File: src/rtl/alu8_pkg.sv
// alu8_pkg: shared opcode encoding and operand width for the registered ALU
package alu8_pkg;
  localparam int WIDTH = 8;
  typedef enum logic [1:0] {OP_AND = 2'b00, OP_OR = 2'b01, OP_ADD = 2'b10, OP_MUL = 2'b11} op_e;
endpackage

File: src/rtl/alu8_comb.sv
// alu8_comb: combinational AND/OR/ADD/MUL datapath with full-width result and add carry
module alu8_comb
  import alu8_pkg::*;
#(
  parameter int W = WIDTH
) (
  input  logic [W-1:0]   i_a,
  input  logic [W-1:0]   i_b,
  input  logic [1:0]     i_op,
  output logic [2*W-1:0] o_result,
  output logic           o_carry
);
  logic [W:0]     w_sum;
  logic [2*W-1:0] w_prod;
  assign w_sum  = {1'b0, i_a} + {1'b0, i_b};
  assign w_prod = {{W{1'b0}}, i_a} * {{W{1'b0}}, i_b};
  always_comb begin
    o_result = (i_op == OP_AND) ? {{W{1'b0}}, i_a & i_b} :
               (i_op == OP_OR)  ? {{W{1'b0}}, i_a | i_b} :
               (i_op == OP_ADD) ? {{(W-1){1'b0}}, w_sum} : w_prod;
    o_carry  = (i_op == OP_ADD) & w_sum[W];
  end
endmodule

File: src/rtl/alu8_registered.sv
// alu8_registered: one-cycle registered ALU with valid strobe; result holds while idle
module alu8_registered #(
  parameter int WIDTH = alu8_pkg::WIDTH
) (
  input  logic               clk,
  input  logic               rst,
  input  logic               in_valid,
  input  logic [WIDTH-1:0]   a,
  input  logic [WIDTH-1:0]   b,
  input  logic [1:0]         op_code,
  output logic [2*WIDTH-1:0] out,
  output logic               c_out,
  output logic               out_valid
);
  logic [2*WIDTH-1:0] w_res;
  logic               w_carry;
  logic [2*WIDTH-1:0] r_out;
  logic               r_c_out;
  logic               r_valid;
  alu8_comb #(.W(WIDTH)) u_comb (
    .i_a      (a),
    .i_b      (b),
    .i_op     (op_code),
    .o_result (w_res),
    .o_carry  (w_carry)
  );
  always_ff @(posedge clk or posedge rst) begin
    if (rst) begin
      r_out   <= '0;
      r_c_out <= 1'b0;
      r_valid <= 1'b0;
    end else begin
      r_valid <= in_valid;
      if (in_valid) begin
        r_out   <= w_res;
        r_c_out <= w_carry;
      end
    end
  end
  assign out       = r_out;
  assign c_out     = r_c_out;
  assign out_valid = r_valid;
endmodule

File: config.mk
export PLATFORM = sky130hd
export DESIGN_NAME = alu8_registered
export DESIGN_NICKNAME = d
export VERILOG_FILES = /design/src/rtl/alu8_pkg.sv /design/src/rtl/alu8_comb.sv /design/src/rtl/alu8_registered.sv
export SDC_FILE = /design/constraint.sdc
export NUM_CORES = 1
export LEC_CHECK = 0
export BUFFER_PORTS_ARGS = -buffer_cell sky130_fd_sc_hd__buf_2
export CAP_MARGIN = 20
export CORE_MARGIN = 2
export CORE_UTILIZATION = 52
export DETAILED_ROUTE_END_ITERATION = 7
export PLACE_DENSITY = 0.72
export SLEW_MARGIN = 20
export SYNTH_ARGS = -nofsm -noshare
export SYNTH_HDL_FRONTEND = slang
export SYNTH_HIERARCHICAL = 1
export SYNTH_SLANG_ARGS = --single-unit
File: constraint.sdc
create_clock -name clk -period 0.8 [get_ports clk]
set_input_delay 0.12 -clock clk [delete_from_list [all_inputs] [get_ports clk]]
set_output_delay 0.12 -clock clk [all_outputs]
set_load 0.02 [all_outputs]
* Word level (Yosys, flattened, before mapping)
Cells that the tools add are included.
Cells by class: add/subtract/negate cells 1, multipliers 1, eq/ne operators 2, multiplexer cells 3, bitwise logic cells 3, reductions and logical operators 1
Operators with widths (number):
- 2-to-1 mux 16 bit | 3
- multiplier 8 x 8 -> 16 bit | 1
- adder 8 x 8 -> 9 bit | 1
- AND 8 bit | 1
- bitwise OR 8 bit | 1
- equality test 2 x 1 -> 1 bit (second input constant) | 1
- equality test 2 bit (second input constant) | 1
- zero test 2 bit | 1
- AND 1 bit | 1
Storage, ports and cells: register bits after elaboration 18, input bits 21, output and inout port bits 18, logic and storage cells 14

* Longest topological paths before layout
word-level depth 4, mapped depth 18, mapped depth without buffers 17

* Modules after synthesis
Netlist, hierarchy kept.
By module, submodules not included:
- alu8_comb | instances 1, cells each 352, area each 2766.4 um^2
- alu8_registered | instances 1, cells each 38, area each 714.4 um^2

* Worst setup path before layout
OpenSTA, ideal clock, no wires.
path kind input to register, start input a[1], end register r_out[14] (netlist: out[14]), arrival time 3.867 ns, slack -3.192 ns, stages on the path 15, buffers on the path 0, path through inv_1 -> nor2_1 -> fa_1 -> fa_1 -> fa_1 -> inv_1 -> fa_1 -> inv_1 -> ha_1 -> nand3_1 -> nor3_1 -> a2111oi_2 -> xnor2_1 -> nor2_1 -> mux2_4
Between the ends: longest elaborated chain between the ends 4
RTL lines:
- start: declaration | RTL line alu8_registered.sv:8 | input logic [WIDTH-1:0] a,
- multiplier 8 x 8 -> 16 bit | RTL line alu8_comb.sv:16 | assign w_prod = {{W{1'b0}}, i_a} * {{W{1'b0}}, i_b};
- 2-to-1 mux 16 bit | RTL line alu8_comb.sv:20 | (i_op == OP_ADD) ? {{(W-1){1'b0}}, w_sum} : w_prod;
- 2-to-1 mux 16 bit | RTL line alu8_comb.sv:19 | (i_op == OP_OR) ? {{W{1'b0}}, i_a | i_b} :
- 2-to-1 mux 16 bit | RTL line alu8_comb.sv:18 | o_result = (i_op == OP_AND) ? {{W{1'b0}}, i_a & i_b} :
- named net w_res[14] | RTL line alu8_registered.sv:15 | logic [2*WIDTH-1:0] w_res;
- end signal: assignment | RTL line alu8_registered.sv:35 | r_out <= w_res;
- end: declaration | RTL line alu8_registered.sv:17 | logic [2*WIDTH-1:0] r_out;
The timed path passes the listed nets, and every way through them passes these cells. A chain may end at the register's enable or synchronous reset.

* Worst setup path after layout
start input a[4], end register r_out[10] (netlist: out[10])
Same word-level chain as after synthesis.

==> flow_summary.toml <==
[timing]
setup_viol = 35
tightest_slew_ps = 382.2
slew_headroom_pct = 74.47
hold-worst-slack_ps = 201.7
min_period_over_period_pct = 484.4
clock.fmax_ghz = 0.2581
setup_slack_ps = -3075
report.final.slew_viol_count = 0
period_needed_ps = 3875
clock_skew_ps = 0
rsz0062_at_grt = "yes"
finalHoldViolCount = 0

[power_and_ir_drop]
p_per_area_nw_per_um2 = 2373
peakVddDrop_mv = 2.309
p_leak_nw = 2.694

[worst_setup_path]
max_stage_delay_ps = 540
critPathKind = "in2reg"
critPathSlowestCell = "fa_1"
crit_chain = "buf_2 > ha_1 > fa_1 > fa_2 > fa_1 > inv_1 > fa_1 > inv_2 > ha_4 > nor3_2 > o21ai_1 > a31oi_1 > xor2_1 > nor2_1 > mux2_4"
startpoint_type = "primary input"
critPathMaxFanout = 4
cp-end-kind = "register"
cp.required_ps = 940
critPathArrivalTime_ps = 4020
crit_top_cell = "fa_1"

[logic_synthesis]
synth_enable_flop_cells = 0
ys_seq_elements = 18
syn_inst = 390
synth_area_per_cell_um2 = 8.925
ys_warn_count = 6
synthFlopType = "dfrtp_1"
synth_cell_type_count = 46
syn-num-nets = 500
syn-cell-area_um2 = 3481
yosysSeqAreaShare_pct = 12.94
async_flop_share_pct = 100.0

[global_route]
grt_overflow_total = 0
antenna_found_initial = 0
grt_max_degree = 19
first_global_vias = 3985
grtUsageTotal_pct = 33.97
grt_pass1_wl_mm = 19.38

[routing]
vias_per_cell = 6.215
drtIter0Drc = 327
routed_wl_mm = 14.16
vias = 3866
first_pass_iters = 7
postRouteAntennaNets = 0
drc = 0
post_drt_wl_per_cell_um = 22.76

[cells_and_area]
n_fill_cell = 273
diodes = 0
drive_gt1_share_pct = 56.33
final_cell_mix = "buf_4 (105), inv_1 (46), buf_6 (34)"
finalNetCount = 656
syn2layout_area_growth_pct = 63.66
layout_commonest_cell = "buf_4"

[floorplan]
ios = 39
dieWidth_um = 85.82
core_um2 = 6422
num_rows = 29
die_h_um = 85.82
initial_core_util_pct = 54.20
die-area_um2 = 7364

[place]
place_ws_ps = -3240
dp_hpwl_mm = 7.889
port_buffers = 38
gp_congestion = 0.9312

[clock_tree]
cts.sinks = 18
clockBufferDepth = 2
ctsRootBufferMaster = "clkbuf_8"
cts_buffers = 3
clk_pin_slew_ps = 70
h-tree-depth = 1
worstSkewPairLatency_ps = 250
cts_tree = "done"

[job]
cap_violations = 0

[outcome]
status = "finished, violations left"
violations = "setup timing"

[hold_path]
hp-class = "in2reg"
-- layout make-up --
type | count | area, um^2 | area share (%)
Timing Repair Buffer | 158 | 1391 | 24.42
Sequential cell | 18 | 450.4 | 7.907
Inverter | 74 | 325.3 | 5.711
Multi-Input combinational cell | 291 | 3378 | 59.30
Tap cell | 77 | 96.34 | 1.691
Clock buffer | 4 | 55.05 | 0.9664
-- state kept, by name (all words and copies together), names as in the netlist --
signal	cells
out_valid	1
out	16
c_out	1
-- metal layers --
metal	track usage [%]	vias up	wire length (um)
li1	-	1601	-
met1	40.00	1875	4984
met2	62.00	295	7075
met3	4.812	95	1192
met4	13.56	0	906
met5	0	-	0
-- report_power, final --
group	internal (mW)	switching, mW
registers	1.15	0.240
clock network	0.437	0.315
logic	5.49	5.89
-- final timing paths --
check	from	endpoint	slack [ps]	depth (start not counted)
max reg2reg	out[7]$_DFFE_PP0P_	out[7]$_DFFE_PP0P_	-170	2
min in group asynchronous	rst	out[0]$_DFFE_PP0P_	500	4
min	in_valid	out_valid$_DFF_PP0_	200	2
max	a[4]	out[10]$_DFFE_PP0P_	-3080	15
min reg2reg	out[12]$_DFFE_PP0P_	out[12]$_DFFE_PP0P_	550	1
max in group asynchronous	rst	out[12]$_DFFE_PP0P_	100	4
-- logic make-up (layout without fill, tap and decap cells) --
| family | Yosys count | in the layout | synth area share [%] |
|---|---|---|---|
| multiplexers | 20 | 20 | 8.160 |
| XOR/XNOR | 13 | 13 | 3.271 |
| AO/OA/AOI/OAI | 63 | 63 | 12.29 |
| AND/OR/NAND/NOR | 106 | 106 | 13.26 |
| adder cells (fa/ha/maj) | 89 | 89 | 39.97 |
| flip-flops | 18 | 18 | 12.94 |
| buffers and inverters | 81 | 236 | 10.10 |
-- synth_stat cells (5+ instances only) --
| cell | number | area, um^2 |
|---|---|---|
| dfrtp_1 | 18 | 450.4 |
| nand3_1 | 6 | 30.03 |
| fa_1 | 37 | 740.7 |
| a21o_1 | 5 | 37.54 |
| xor2_1 | 9 | 78.83 |
| o21ai_0 | 15 | 75.07 |
| nand2_1 | 19 | 71.32 |
| ha_1 | 52 | 650.6 |
| nand2b_1 | 5 | 31.28 |
| mux2_4 | 10 | 150.1 |
| nor3_1 | 5 | 25.02 |
| inv_1 | 72 | 270.3 |
| nor2_1 | 59 | 221.5 |
| a21oi_1 | 16 | 80.08 |
| mux2_2 | 7 | 78.83 |
-- worst max-delay path, delay by kind of cell --
family,cells,cell delay (ps)
AO/OA/AOI/OAI,2,410
XOR/XNOR,1,220
adder cells (fa/ha/maj),6,2470
buffers and inverters,3,270
multiplexers,1,260
AND/OR/NAND/NOR,2,250
-- metrics by stage --
step | std cells | power (mW) | cell area [um^2] | utilization, % | setup TNS (ps)
floorplan | 390 | 6.817 | 3756 | - | -35090
global placement | 585 | 9.002 | 4641 | 72.26 | -42290
detailed placement | 585 | 9.236 | 4641 | 72.26 | -43260
CTS | 617 | 11.59 | 5440 | 84.71 | -39150
global route | 622 | 14.08 | 5697 | 88.70 | -42930
finish | 622 | 13.52 | 5697 | 88.70 | -41910
-- repair_timing --
| item | in CTS | in global routing |
|---|---|---|
| endpoints found under the hold margin | 18 | 0 |
| setup buffers | 29 | 8 |
| hold buffers | 1 | 0 |
| resized for setup | 134 | 53 |
| endpoints found under the setup margin | 35 | 35 |
| pin swaps | 43 | 48 |
(Power assumes the default switching activity.)
